$ cat src/rtl/bp_fe_pkg.sv
// Shared types for the FE command ingest endpoint.
//   - FE state enum, command opcode enum, opcode-class enum
//   - bp_fe_cmd_s command packet layout and derived widths
//   - stats counter sizing and the opcode -> class helper
package bp_fe_pkg;

  localparam int vaddr_width_gp    = 39;
  localparam int dword_width_gp    = 64;
  localparam int fe_queue_width_gp = 64;
  localparam int stats_width_gp    = 32;
  localparam int stats_classes_gp  = 4;

  typedef enum logic [1:0] {
    e_reset = 2'd0,
    e_wait  = 2'd1,
    e_run   = 2'd2,
    e_fence = 2'd3
  } bp_fe_cmd_ingest_state_e;

  typedef enum logic [2:0] {
    e_op_state_reset          = 3'd0,
    e_op_pc_redirection       = 3'd1,
    e_op_icache_fill_response = 3'd2,
    e_op_icache_fence         = 3'd3,
    e_op_itlb_fill_response   = 3'd4,
    e_op_wait                 = 3'd5
  } bp_fe_cmd_opcode_e;

  typedef enum logic [1:0] {
    e_cls_redirect = 2'd0,
    e_cls_fence    = 2'd1,
    e_cls_itlb     = 2'd2,
    e_cls_wait     = 2'd3
  } bp_fe_cmd_class_e;

  typedef struct packed {
    bp_fe_cmd_opcode_e           opcode;
    logic [vaddr_width_gp-1:0]   npc;
    logic [dword_width_gp-1:0]   operand;
  } bp_fe_cmd_s;

  localparam int fe_cmd_width_gp = $bits(bp_fe_cmd_s);

  // One-hot class of an accepted opcode; undefined opcodes fall in no class.
  function automatic logic [stats_classes_gp-1:0] opcode_class_mask(input logic [2:0] op);
    logic [stats_classes_gp-1:0] mask;
    mask = '0;
    case (op)
      e_op_state_reset,
      e_op_pc_redirection,
      e_op_icache_fill_response: mask[e_cls_redirect] = 1'b1;
      e_op_icache_fence:         mask[e_cls_fence]    = 1'b1;
      e_op_itlb_fill_response:   mask[e_cls_itlb]     = 1'b1;
      e_op_wait:                 mask[e_cls_wait]     = 1'b1;
      default:                   mask = '0;
    endcase
    return mask;
  endfunction

endpackage

$ cat src/rtl/bp_fe_queue_fifo.sv
// Small 1-read 1-write FIFO carrying fetch packets toward the BE.
//   clk_i, reset_i : clock, synchronous active-high reset
//   clr_i          : empties the FIFO at the end of the cycle (beats a push)
//   data_i, v_i    : push side; v_i must only be raised when ready_o is high
//   ready_o        : not full
//   data_o, v_o    : head entry, valid when not empty (data_o is 0 when empty)
//   yumi_i         : head consumed this cycle
module bp_fe_queue_fifo #(
  parameter int width_p = 64,
  parameter int els_p   = 2
) (
  input  logic               clk_i,
  input  logic               reset_i,
  input  logic               clr_i,
  input  logic [width_p-1:0] data_i,
  input  logic               v_i,
  output logic               ready_o,
  output logic [width_p-1:0] data_o,
  output logic               v_o,
  input  logic               yumi_i
);

  localparam int ptr_w = (els_p > 1) ? $clog2(els_p) : 1;
  localparam int cnt_w = $clog2(els_p + 1);

  logic [width_p-1:0] mem_r [els_p];
  logic [ptr_w-1:0]   rptr_r, wptr_r;
  logic [cnt_w-1:0]   count_r;
  logic               empty, full, push, pop;

  assign empty   = (count_r == '0);
  assign full    = (count_r == cnt_w'(els_p));
  assign ready_o = !full;
  assign v_o     = !empty;
  assign data_o  = empty ? '0 : mem_r[rptr_r];

  assign push = v_i & !full & !clr_i;
  assign pop  = yumi_i & !empty;

  always_ff @(posedge clk_i) begin
    if (push) mem_r[wptr_r] <= data_i;
  end

  always_ff @(posedge clk_i) begin
    if (reset_i || clr_i) begin
      rptr_r  <= '0;
      wptr_r  <= '0;
      count_r <= '0;
    end else begin
      if (push) wptr_r <= wptr_r + ptr_w'(1);
      if (pop)  rptr_r <= rptr_r + ptr_w'(1);
      case ({push, pop})
        2'b10:   count_r <= count_r + cnt_w'(1);
        2'b01:   count_r <= count_r - cnt_w'(1);
        default: count_r <= count_r;
      endcase
    end
  end

endmodule

$ cat src/rtl/bp_fe_cmd_ingest.sv
// FE-side endpoint of the BE<->FE link: accepts fe_cmd packets, sequences the
// front end through reset/wait/run/fence, drives redirect / fence / ITLB-fill
// requests, and owns the producer side of fe_queue.
// Optional build macro: BP_FE_CMD_INGEST_STATS_EN adds stats_o[127:0]
// (four 32-bit saturating per-class counters: redirect, fence, itlb, wait).
// Ports:
//   clk_i, reset_i            clock, synchronous active-high reset
//   fe_cmd_i/_v_i/_yumi_o     command from BE, consumed combinationally
//   redirect_v_o/_pc_o        one-cycle redirect pulse and target
//   fence_v_o, fence_done_i   I$ fence request (level) and completion
//   itlb_fill_v_o/_pte_o      one-cycle ITLB write pulse and pte
//   fetch_en_o                fetch pipeline may issue
//   fetch_pkt_i/_v_i/_ready_and_o   fetch packets into fe_queue
//   fe_queue_o/_v_o/_ready_and_i    fe_queue head toward BE
//   state_o                   current state (bp_fe_cmd_ingest_state_e)
//
// state   | meaning
// e_reset | after reset; only state_reset is accepted
// e_wait  | fetch idle; waits for pc_redirection, services ITLB fills
// e_run   | fetching; every command accepted on arrival
// e_fence | I$ fence outstanding; commands held until fence_done_i
module bp_fe_cmd_ingest
  import bp_fe_pkg::*;
#(
  parameter int fifo_els_p = 2
) (
  input  logic                         clk_i,
  input  logic                         reset_i,
  input  logic [fe_cmd_width_gp-1:0]   fe_cmd_i,
  input  logic                         fe_cmd_v_i,
  output logic                         fe_cmd_yumi_o,
  output logic                         redirect_v_o,
  output logic [vaddr_width_gp-1:0]    redirect_pc_o,
  output logic                         fence_v_o,
  input  logic                         fence_done_i,
  output logic                         itlb_fill_v_o,
  output logic [dword_width_gp-1:0]    itlb_fill_pte_o,
  output logic                         fetch_en_o,
  input  logic [fe_queue_width_gp-1:0] fetch_pkt_i,
  input  logic                         fetch_v_i,
  output logic                         fetch_ready_and_o,
  output logic [fe_queue_width_gp-1:0] fe_queue_o,
  output logic                         fe_queue_v_o,
  input  logic                         fe_queue_ready_and_i,
  output logic [1:0]                   state_o
`ifdef BP_FE_CMD_INGEST_STATS_EN
  ,
  output logic [stats_classes_gp*stats_width_gp-1:0] stats_o
`endif
);

  localparam logic [1:0] st_reset = e_reset;
  localparam logic [1:0] st_wait  = e_wait;
  localparam logic [1:0] st_run   = e_run;
  localparam logic [1:0] st_fence = e_fence;

  bp_fe_cmd_s                 fe_cmd;
  logic [1:0]                 state_r;
  logic                       redirect_v_r, itlb_fill_v_r, fence_v_r;
  logic [vaddr_width_gp-1:0]  redirect_pc_r, fence_npc_r;
  logic [dword_width_gp-1:0]  itlb_fill_pte_r;
  logic                       fifo_ready;

  assign fe_cmd = bp_fe_cmd_s'(fe_cmd_i);

  always_comb begin
    fe_cmd_yumi_o = 1'b0;
    case (state_r)
      st_reset: fe_cmd_yumi_o = fe_cmd_v_i & (fe_cmd.opcode == e_op_state_reset);
      st_wait:  fe_cmd_yumi_o = fe_cmd_v_i & ((fe_cmd.opcode == e_op_pc_redirection)
                                            | (fe_cmd.opcode == e_op_itlb_fill_response));
      st_run:   fe_cmd_yumi_o = fe_cmd_v_i;
      default:  fe_cmd_yumi_o = 1'b0;
    endcase
  end

  always_ff @(posedge clk_i) begin
    if (reset_i) begin
      state_r         <= st_reset;
      redirect_v_r    <= 1'b0;
      redirect_pc_r   <= '0;
      itlb_fill_v_r   <= 1'b0;
      itlb_fill_pte_r <= '0;
      fence_v_r       <= 1'b0;
      fence_npc_r     <= '0;
    end else begin
      redirect_v_r  <= 1'b0;
      itlb_fill_v_r <= 1'b0;
      case (state_r)
        st_reset: begin
          if (fe_cmd_yumi_o) begin
            redirect_v_r  <= 1'b1;
            redirect_pc_r <= fe_cmd.npc;
            state_r       <= st_wait;
          end
        end
        st_wait: begin
          if (fe_cmd_yumi_o) begin
            if (fe_cmd.opcode == e_op_pc_redirection) begin
              redirect_v_r  <= 1'b1;
              redirect_pc_r <= fe_cmd.npc;
              state_r       <= st_run;
            end else begin
              itlb_fill_v_r   <= 1'b1;
              itlb_fill_pte_r <= fe_cmd.operand;
            end
          end
        end
        st_run: begin
          if (fe_cmd_yumi_o) begin
            case (fe_cmd.opcode)
              e_op_pc_redirection,
              e_op_icache_fill_response: begin
                redirect_v_r  <= 1'b1;
                redirect_pc_r <= fe_cmd.npc;
              end
              e_op_itlb_fill_response: begin
                itlb_fill_v_r   <= 1'b1;
                itlb_fill_pte_r <= fe_cmd.operand;
                redirect_v_r    <= 1'b1;
                redirect_pc_r   <= fe_cmd.npc;
              end
              e_op_icache_fence: begin
                fence_npc_r <= fe_cmd.npc;
                fence_v_r   <= 1'b1;
                state_r     <= st_fence;
              end
              e_op_wait,
              e_op_state_reset: state_r <= st_wait;
              default: ;
            endcase
          end
        end
        st_fence: begin
          if (fence_done_i) begin
            redirect_v_r  <= 1'b1;
            redirect_pc_r <= fence_npc_r;
            fence_v_r     <= 1'b0;
            state_r       <= st_run;
          end
        end
        default: state_r <= st_reset;
      endcase
    end
  end

  assign redirect_v_o    = redirect_v_r;
  assign redirect_pc_o   = redirect_pc_r;
  assign itlb_fill_v_o   = itlb_fill_v_r;
  assign itlb_fill_pte_o = itlb_fill_pte_r;
  assign fence_v_o       = fence_v_r;
  assign fetch_en_o      = (state_r == st_run);
  assign state_o         = state_r;

  // Ready depends only on full, so a push can never meet a full FIFO.
  assign fetch_ready_and_o = fifo_ready & fetch_en_o;

  bp_fe_queue_fifo #(
    .width_p (fe_queue_width_gp),
    .els_p   (fifo_els_p)
  ) fifo (
    .clk_i   (clk_i),
    .reset_i (reset_i),
    .clr_i   (fe_cmd_yumi_o),
    .data_i  (fetch_pkt_i),
    .v_i     (fetch_v_i & fetch_ready_and_o),
    .ready_o (fifo_ready),
    .data_o  (fe_queue_o),
    .v_o     (fe_queue_v_o),
    .yumi_i  (fe_queue_ready_and_i)
  );

`ifdef BP_FE_CMD_INGEST_STATS_EN
  logic [stats_classes_gp-1:0] cls_hit;
  assign cls_hit = fe_cmd_yumi_o ? opcode_class_mask(fe_cmd.opcode) : '0;

  for (genvar i = 0; i < stats_classes_gp; i++) begin : g_stat
    logic [stats_width_gp-1:0] cnt_r;
    always_ff @(posedge clk_i) begin
      if (reset_i)                      cnt_r <= '0;
      else if (cls_hit[i] && cnt_r != '1) cnt_r <= cnt_r + stats_width_gp'(1);
    end
    assign stats_o[i*stats_width_gp +: stats_width_gp] = cnt_r;
  end
`endif

endmodule

$ cat config.mk
export PLATFORM = sky130hd
export DESIGN_NAME = bp_fe_cmd_ingest
export DESIGN_NICKNAME = d
export VERILOG_FILES = /design/src/rtl/bp_fe_pkg.sv /design/src/rtl/bp_fe_queue_fifo.sv /design/src/rtl/bp_fe_cmd_ingest.sv
export SDC_FILE = /design/constraint.sdc
export NUM_CORES = 1
export LEC_CHECK = 0
export CAP_MARGIN = 20
export CORE_MARGIN = 2
export CORE_UTILIZATION = 42
export DETAILED_ROUTE_END_ITERATION = 6
export PLACE_DENSITY = 0.81
export SLEW_MARGIN = 0
export SYNTH_ARGS = -nofsm -noshare
export SYNTH_HDL_FRONTEND = slang
export SYNTH_SLANG_ARGS = --single-unit
$ cat constraint.sdc
create_clock -name clk_i -period 5.1 [get_ports clk_i]
set_input_delay 1.02 -clock clk_i [delete_from_list [all_inputs] [get_ports clk_i]]
set_output_delay 1.02 -clock clk_i [all_outputs]
set_load 0.01 [all_outputs]
# Word-level counts from Yosys, hierarchy flattened
# Memory sizes are Yosys's and may differ from the RTL's. A register that Yosys moved wholly into a read port is not among the register bits.
# Index checks and enable logic that the tools add are counted.
# W data, S select, Z words.
# totals
word_cells	103
ramBits	128
ff_bits	151
mem_count	1
out_inout_bits	176
# classes
n_mux	42
n_reduce_logical	17
n_eq_ne	21
add_sub_neg	4
n_bitwise	8
# mem_list
memory	words	word_bits	rd	rd_clocked_by_memory_dff	wr	line_no	source
fifo.mem_r	2	64	1	1	1	bp_fe_queue_fifo.sv:26	logic [width_p-1:0] mem_r [els_p];
# ops
cell	n
$mux W64	5
$mux W39	6
$pmux W39 S4	1
$pmux W64 S2	1
$mux W1	17
$reduce_and A6 Y1	2
$mux W2	5
$ne A2 B1 Y1 const B	5
$eq A2 B2 Y1 const B	4
$ne A2 B2 Y1 const B	4
$pmux W2 S2	2
$pmux W2 S4	1
$and A1 B1 Y1	7
$eq A3 B2 Y1 const B	2
$eq A3 B3 Y1 const B	2
$reduce_bool A2 Y1	3
$reduce_and A5 Y1	1
$eq A2 B1 Y1 const B	2
$logic_not A2 Y1	2
$pmux W1 S2	2
$pmux W1 S4	1
$reduce_and A4 Y1	1
$eq A3 B1 Y1 const B	1
$logic_not A1 Y1	3
other kinds (11)	12

# Logic depth before layout (Yosys ltp)
# Gate-level depths: netlist of the first run.
# depth
depth_word	8
ltp_mapped	12
depth_no_buf	11

# Cells and area by module
# From an unflattened synthesis of the first run, not the netlist that was laid out.
# unflattened
hier_cells	998
area_unflattened_um2	10908.0
# modules_own_cells
module	seq_area_each_um2	area_per_inst_um2	n_inst	cells_each
bp_fe_cmd_ingest	2942.8	5868.1	1	700
bp_fe_queue_fifo	3943.8	5039.8	1	298

# Worst setup path after synthesis of the first run
# No wires, ideal clock.
# synth_timing
path_kind	in2reg
from	input port fe_cmd_i[105]
to	memory fifo.mem_r[0][0], enable pin
n_path_buf	1
setup_slack_ns	0.165
arrival_time_ns	4.449
setup_ns	0.487
required_ns	4.613
cell_stages	6
path_cell_list	buf_2 > or3b_2 > a21oi_1 > o21ai_1 > nand3_1 > nor2_1
# synth_via
elab_chain_cells	8
word_cells_on_any_way	11
classes_between	eq/ne (2); mux (3); bitwise (4); reduce/logical (2)
# synth_lines
item	line_no	source
start: declaration	bp_fe_cmd_ingest.sv:29	input logic [fe_cmd_width_gp-1:0] fe_cmd_i,
$eq A3 B1 Y1 or $eq A3 B3 Y1 (tied branches)	bp_fe_cmd_ingest.sv:70, bp_fe_cmd_ingest.sv:71	
$or A1 B1 Y1	bp_fe_cmd_ingest.sv:71	| (fe_cmd.opcode == e_op_itlb_fill_response));
$and A1 B1 Y1	bp_fe_cmd_ingest.sv:70	st_wait: fe_cmd_yumi_o = fe_cmd_v_i & ((fe_cmd.opcode == e_op_pc_redirection)
$pmux W1 S3 *	bp_fe_cmd_ingest.sv:68	case (state_r)
$logic_not A1 Y1 *	bp_fe_queue_fifo.sv:37	assign push = v_i & !full & !clr_i;
$and A1 B1 Y1 *	bp_fe_queue_fifo.sv:37	
$mux W1 *	bp_fe_queue_fifo.sv:41	if (push) mem_r[wptr_r] <= data_i;
$mux W1 (implied by the code) *	bp_fe_queue_fifo.sv:41	
end: declaration	bp_fe_queue_fifo.sv:26	
# Mark *: on every way between the ends. The rest lies on a longest branch, timed or not.

# Worst setup path after layout of the first run
# layout_timing
from	input port fe_cmd_i[105]
to	output port fe_cmd_yumi_o
# layout_via
elab_chain_cells	4
word_cells_on_any_way	7
classes_between	eq/ne (2); mux (1); bitwise (3); reduce/logical (1)
# layout_lines
item	line_no	source
$eq A3 B1 Y1 or $eq A3 B3 Y1 (tied branches)	bp_fe_cmd_ingest.sv:70, bp_fe_cmd_ingest.sv:71	
$or A1 B1 Y1	bp_fe_cmd_ingest.sv:71	
$and A1 B1 Y1	bp_fe_cmd_ingest.sv:70	
$pmux W1 S3 *	bp_fe_cmd_ingest.sv:68	
end: declaration	bp_fe_cmd_ingest.sv:31	output logic fe_cmd_yumi_o,
# Marked as above.

==> flow_metrics.env, run 1 <==
export IMPL_grt_met2_usage=0.331
export IMPL_cts_made_buffers=29
export IMPL_grt_start_max_net_pins=150
export IMPL_setup_viol=0
export IMPL_critPathKind="in2out"
export IMPL_die_x_um=166
export IMPL_grtUsageMet3=0.0663
export IMPL_antenna_found_initial=3
export IMPL_grt_usage=0.199
export IMPL_final_cells=1673
export IMPL_dp_cells=1619
export IMPL_drive_above_1_share=0.0845
export IMPL_syn_cell_area_sq_mm=0.0111
export IMPL_fin_worst_skew_ns=0.00945
export IMPL_grt_pass1_vias=8225
export IMPL_status="finished, final reports clean"
export IMPL_tritoncts="built"
export IMPL_gr_max_usage_layer="met2"
export IMPL_max_cap_violations=0
export IMPL_final_cell_mix="clkdlybuf4s50_1, nand2_1, dfxtp_1"
export IMPL_syn_inst=991
export IMPL_firstDrtPassIters=5
export IMPL_via_per_inst=5.05
export IMPL_rows=59
export IMPL_yosysUniqueCellTypes=49
export IMPL_setup_ws_ns=0.903
export IMPL_hold_class="reg2reg"
export IMPL_gp_congestion=0.826
export IMPL_r2r_cells=6
export IMPL_via_count=8455
export IMPL_synth_warning_count=0
export IMPL_hold_viol_final=0
export IMPL_hold_buffers=0
export IMPL_die_y_um=166
export IMPL_grt_setup_unrepaired="false"
export IMPL_whs_path_depth=2
export IMPL_fin_crit_sh=0.823
export IMPL_cts_root_buffer="clkbuf_16"
export IMPL_critPathRequiredTime_ns=4.08
export IMPL_grtUsageMet1=0.252
export IMPL_syn2layout_area_growth_pct=41.8
export IMPL_numPortBuffers=351
export IMPL_worstPathCellList="clkdlybuf4s50_1 > or3b_2 > a21oi_1 > o21ai_1 > inv_1 > clkdlybuf4s50_1"
export IMPL_post_place_ws_ns=0.921
export IMPL_cp_common_cell="clkdlybuf4s50_1"
export IMPL_slew_viol_final=0
export IMPL_synth_seq_area_share=0.622
export IMPL_wl_per_cell_um=17.2
export IMPL_clk_pin_slew_ns=0.06
export IMPL_route_detailed_drc=0
export IMPL_wl_um=28800
export IMPL_worst_slew_margin_rel=0.333
export IMPL_dpl_hpwl_um=19200
export IMPL_min_period_ns=4.20
export IMPL_core_sq_mm=0.0260
export IMPL_cp_max_fo=12
export IMPL_h_tree_depth=1
export IMPL_power_ir_vdd_worst_mv=0.267
export IMPL_nets=1496
export IMPL_power_density_mw_per_mm2=312
export IMPL_cp_slowest_cell="clkdlybuf4s50_1"
export IMPL_cp_start_kind="primary input"
export IMPL_grt_first_pass_wirelength_um=44800
export IMPL_worstSetupEndpointType="output port"
export IMPL_gr_total_overflow=0
export IMPL_fin_area_sq_mm=0.0157
export IMPL_dpl_cell_area_sq_mm=0.0147
export IMPL_cts_sinks=280
export IMPL_start_util=0.426
export IMPL_die_area_sq_mm=0.0277
export IMPL_worstSetupPathDepth=6
export IMPL_fmax_mhz=238
export IMPL_ys_ff_latch=280
export IMPL_pin_count=352
export IMPL_slowest_delay_ns=0.60
export IMPL_hold_worst_slack_ns=0.452
export IMPL_post_cts_buffers=0
export IMPL_cp_top_family="buffers and inverters"
export IMPL_crit_arrival_ns=3.18
export IMPL_final_common_cell="clkdlybuf4s50_1"
export IMPL_clockBufferDepth=3
export IMPL_syn_num_nets=1172
export IMPL_worstMarginPinSlew_ns=1.00
export IMPL_setup_tns_ns=0
export IMPL_ant_nets=0
export IMPL_n_antenna_cell=0
export IMPL_clk_latency_ns=0.54
export IMPL_p_leak_nw=5.05
export IMPL_cts_resized=0
export IMPL_cp_buffers_inverters=3
export IMPL_drtIter0Drc=673
export IMPL_avgSynthCellArea_sq_um=11.2
-- cells in the mapped netlist (all sizes together) --
library cell | n | share of area
nand3b | 2 | 0.0014
nor3 | 1 | 0.00045
a311o | 1 | 0.00090
or3 | 1 | 0.00057
a221oi | 1 | 0.00079
a211o | 1 | 0.00079
edfxtp | 128 | 0.35
o32ai | 1 | 0.00079
nor2 | 121 | 0.041
o211ai | 2 | 0.0014
nand2b | 2 | 0.0011
a211oi | 40 | 0.045
or3b | 1 | 0.00079
and3 | 1 | 0.00057
dfxtp | 152 | 0.27
and2 | 1 | 0.00057
nor4b | 1 | 0.00079
a2bb2oi | 1 | 0.00079
nand2 | 211 | 0.071
or4 | 1 | 0.00068
mux2 | 2 | 0.0024
o2111a | 1 | 0.0010
and3b | 1 | 0.00079
inv | 10 | 0.0036
nor4 | 1 | 0.0019
xor2 | 2 | 0.0016
o22a | 1 | 0.00079
or2 | 1 | 0.00057
o21ai | 3 | 0.0014
mux2i | 103 | 0.093
ha | 5 | 0.0056
buf | 45 | 0.030
xnor2 | 4 | 0.0032
a21oi | 109 | 0.050
nand3 | 2 | 0.00090
clkbuf | 26 | 0.0088
nor3b | 1 | 0.00068
nor2b | 1 | 0.00057
nor4bb | 2 | 0.0018
o211a | 1 | 0.00090
-- cells by family (layout without fill, tap and decap cells) --
| kind of cell | Yosys count | count (layout) | synth area share |
|---|---|---|---|
| AOI/OAI and AO/OA | 162 | 162 | 0.104 |
| xor gates and xnor gates | 6 | 6 | 0.00474 |
| adders and majority gates | 5 | 5 | 0.00565 |
| buffers and inverters | 81 | 428 | 0.0421 |
| DFF | 280 | 280 | 0.622 |
| muxes | 105 | 105 | 0.0954 |
| and+or+nand+nor | 352 | 352 | 0.127 |
-- sequential cells by signal, indices dropped and copies added (netlist names), 2 cells and up, named ones only --
register and cells:
fifo.count_r 2, redirect_pc_o 39, itlb_fill_pte_o 64, fence_npc_r 39
fifo.mem_r 128, state_o 2
-- power breakdown --
| part | internal, mW | switching [mW] | leakage, nW | total (mW) |
|---|---|---|---|---|
| combinational | 0.212 | 0.149 | 2.19 | 0.361 |
| clock | 1.29 | 0.860 | 0.481 | 2.15 |
| sequential | 2.37 | 0.0179 | 2.38 | 2.39 |
-- metrics by stage --
| stage | power [mW] | utilization |
|---|---|---|
| global route | 5.09 | 0.605 |
| global placement | 2.79 | 0.567 |
| detailed placement | 2.80 | 0.567 |
| floorplan | 2.58 | - |
| CTS | 4.96 | 0.605 |
| finish | 4.90 | 0.605 |
-- worst paths after layout --
| path | to | slack, ns | startpoint |
|---|---|---|---|
| worst max-delay path | fe_cmd_yumi_o | 0.90 | fe_cmd_i[105] |
| worst min-delay path | itlb_fill_pte_o[43]$_SDFFE_PP0P_ | 0.45 | itlb_fill_pte_o[43]$_SDFFE_PP0P_ |
| worst max register to register | redirect_pc_o[25]$_SDFFE_PP0P_ | 2.05 | state_o[0]$_SDFFE_PP0P_ |
| worst min register to register | itlb_fill_pte_o[43]$_SDFFE_PP0P_ | 0.45 | itlb_fill_pte_o[43]$_SDFFE_PP0P_ |
-- per-layer routing --
metal | wire length [um] | up-vias
met4 | 746 | 6
met2 | 13500 | 341
met5 | 41 | -
met3 | 2730 | 48
li1 | - | 4058
met1 | 11700 | 4002
-- tightest hold or removal path: cells and delay by family, from the launching register on --
kind,cells,cell delay [ns]
AND/OR/NAND/NOR,1,0.05
AO/OA/AOI/OAI,1,0.05
flip-flops,1,0.30
-- layout make-up --
| class | count | area [sq um] |
|---|---|---|
| fillers | 2073 | 10300 |
| flip-flops and latches | 280 | 6890 |
| multi-input cells | 630 | 3760 |
| repair buffers | 364 | 3620 |
| clock buffers | 37 | 786 |
| well taps | 335 | 419 |
| clock inverters | 17 | 198 |
| inverters | 10 | 40.0 |
No activity file was read; power rests on OpenSTA's default activity.
==> run 2: changes to the inputs <==
--- a/config.mk
+++ b/config.mk
@@ -7,9 +7,9 @@
 export LEC_CHECK = 0
 export CAP_MARGIN = 20
 export CORE_MARGIN = 2
-export CORE_UTILIZATION = 42
+export CORE_UTILIZATION = 47
 export DETAILED_ROUTE_END_ITERATION = 6
-export PLACE_DENSITY = 0.81
+export PLACE_DENSITY = 0.86
 export SLEW_MARGIN = 0
 export SYNTH_ARGS = -nofsm -noshare
 export SYNTH_HDL_FRONTEND = slang
==> constraint.sdc (replaced) <==
create_clock -name clk_i -period 4.3 [get_ports clk_i]
set_input_delay 0.86 -clock clk_i [delete_from_list [all_inputs] [get_ports clk_i]]
set_output_delay 0.86 -clock clk_i [all_outputs]
set_load 0.01 [all_outputs]
==> run 2 against run 1 <==
- critical path depth unchanged
- highest routed layer is now met4
- sequential share of layout area rose by 0.14 points
- critical endpoint unchanged
- first-iteration DRC count down 33%
- routed wire length fell by 3.0%
- design area shrank 0.31%
- non-clock buffer count increased by 4
- cell count down 0.78%
==> flow_metrics.env, run 2 (same netlist as run 1, synthesis figures left out) <==
export IMPL_cts_made_buffers=29
export IMPL_power_density_mw_per_mm2=358
export IMPL_wl_um=27900
export IMPL_worstMarginPinSlew_ns=0.819
export IMPL_grt_usage=0.212
export IMPL_critPathRequiredTime_ns=3.44
export IMPL_core_sq_mm=0.0233
export IMPL_grt_start_max_net_pins=76
export IMPL_numPortBuffers=351
export IMPL_via_count=8373
export IMPL_cts_root_buffer="clkbuf_16"
export IMPL_crit_arrival_ns=2.86
export IMPL_route_detailed_drc=0
export IMPL_pin_count=352
export IMPL_syn2layout_area_growth_pct=41.4
export IMPL_cts_sinks=280
export IMPL_clockBufferDepth=3
export IMPL_n_fill_cell=1698
export IMPL_wl_per_cell_um=16.8
export IMPL_power_ir_vdd_worst_mv=0.276
export IMPL_nets=1500
export IMPL_critPathKind="in2out"
export IMPL_fin_worst_skew_ns=0.0153
export IMPL_cp_start_kind="primary input"
export IMPL_drive_above_1_share=0.0858
export IMPL_cp_max_fo=14
export IMPL_top_register="fifo.mem_r"
export IMPL_largest_reg_flops=128
export IMPL_clk_pin_slew_ns=0.06
export IMPL_hold_viol_final=0
export IMPL_firstDrtPassIters=5
export IMPL_gr_total_overflow=0
export IMPL_multi_input_area_sq_mm=0.00376
export IMPL_hold_worst_slack_ns=0.453
export IMPL_cts_resized=0
export IMPL_h_tree_depth=1
export IMPL_p_leak_nw=5.02
export IMPL_post_cts_buffers=0
export IMPL_power_mw=5.60
export IMPL_status="finished, final reports clean"
export IMPL_n_antenna_cell=0
export IMPL_setup_viol=0
export IMPL_clk_latency_ns=0.54
export IMPL_gp_congestion=0.808
export IMPL_worstSetupEndpointType="output port"
export IMPL_slew_viol_final=0
export IMPL_seq_area_sq_mm=0.00689
export IMPL_grt_setup_unrepaired="false"
export IMPL_via_per_inst=5.04
export IMPL_fin_crit_sh=0.865
export IMPL_start_util=0.475
export IMPL_tritoncts="built"
export IMPL_final_cell_mix="clkdlybuf4s50_1, nand2_1, dfxtp_1"
export IMPL_rows=56
export IMPL_fmax_mhz=269
export IMPL_drtIter0Drc=448
export IMPL_final_common_cell="clkdlybuf4s50_1"
export IMPL_min_period_ns=3.72
export IMPL_die_area_sq_mm=0.0248
export IMPL_dp_cells=1607
export IMPL_max_cap_violations=0
export IMPL_worst_slew_margin_rel=0.454
export IMPL_final_cells=1660
export IMPL_grt_pass1_vias=8195
export IMPL_grt_first_pass_wirelength_um=41800
export IMPL_die_x_um=158
export IMPL_reg2reg_slack_ns=1.56
export IMPL_hold_buffers=0
export IMPL_hold_class="reg2reg"
export IMPL_antenna_found_initial=1
export IMPL_final_core_util=0.671
export IMPL_ant_nets=0
export IMPL_die_y_um=158
export IMPL_dpl_hpwl_um=18900
[run 2: cell types whose count changed in the layout (fill, tap and decap cells not counted), sizes merged]
cell / delta
clkinv: +4
inv: -2
buf: +4
clkbuf: -5
clkinvlp: +4
bufinv: -2
[run 2: critical path, stage by stage]
cell             delay [ns]
clkdlybuf4s50_1        0.68
nand3b_1               0.21
nand2_1                0.06
o21ai_1                0.38
inv_1                  0.10
clkdlybuf4s50_1        0.56
[run 2: report_power, final]
group          switching, mW  internal [mW]
Combinational          0.179          0.255
Clock                  0.991           1.34
Sequential            0.0193           2.81
[run 2: worst paths after layout]
kind / cells past startpoint / to / startpoint
setup reg to reg: 8 / redirect_pc_o[4]$_SDFFE_PP0P_ / state_o[0]$_SDFFE_PP0P_
setup / recovery: 6 / fe_cmd_yumi_o / fe_cmd_i[103]
hold / removal: 2 / itlb_fill_pte_o[10]$_SDFFE_PP0P_ / itlb_fill_pte_o[10]$_SDFFE_PP0P_
hold reg to reg: 2 / itlb_fill_pte_o[10]$_SDFFE_PP0P_ / itlb_fill_pte_o[10]$_SDFFE_PP0P_
[run 2: area by class of cell]
class,instances,share of cell area
flip-flops and latches,280,0.440
multi-input cells,630,0.240
repair buffers,368,0.235
clock buffers,32,0.0470
well taps,319,0.0255
clock inverters,21,0.00958
inverters,10,0.00256
[run 2: per-stage QoR]
step	instance area, sq um	TNS, ns	setup slack (ns)
finish	15700	0	0.580
global route	15700	0	0.427
CTS	15700	0	0.555
detailed placement	14800	0	0.584
global placement	14800	0	0.614
floorplan	11100	-60.81	-0.475
[run 2: per-layer routing]
layer,track usage,part of all wire,vias up
li1,-,-,4081
met1,0.241,0.37,3898
met2,0.362,0.48,343
met3,0.0944,0.12,51
met4,0.0567,0.024,0
met5,0,0,-
==> run 3: changes to the inputs <==
--- a/config.mk
+++ b/config.mk
@@ -5,7 +5,7 @@
 export SDC_FILE = /design/constraint.sdc
 export NUM_CORES = 1
 export LEC_CHECK = 0
-export CAP_MARGIN = 20
+export CAP_MARGIN = 25
 export CORE_MARGIN = 2
 export CORE_UTILIZATION = 47
 export DETAILED_ROUTE_END_ITERATION = 6
==> results of run 3 <==
The final DEF is identical to that of run 2; final timing and power are the same.
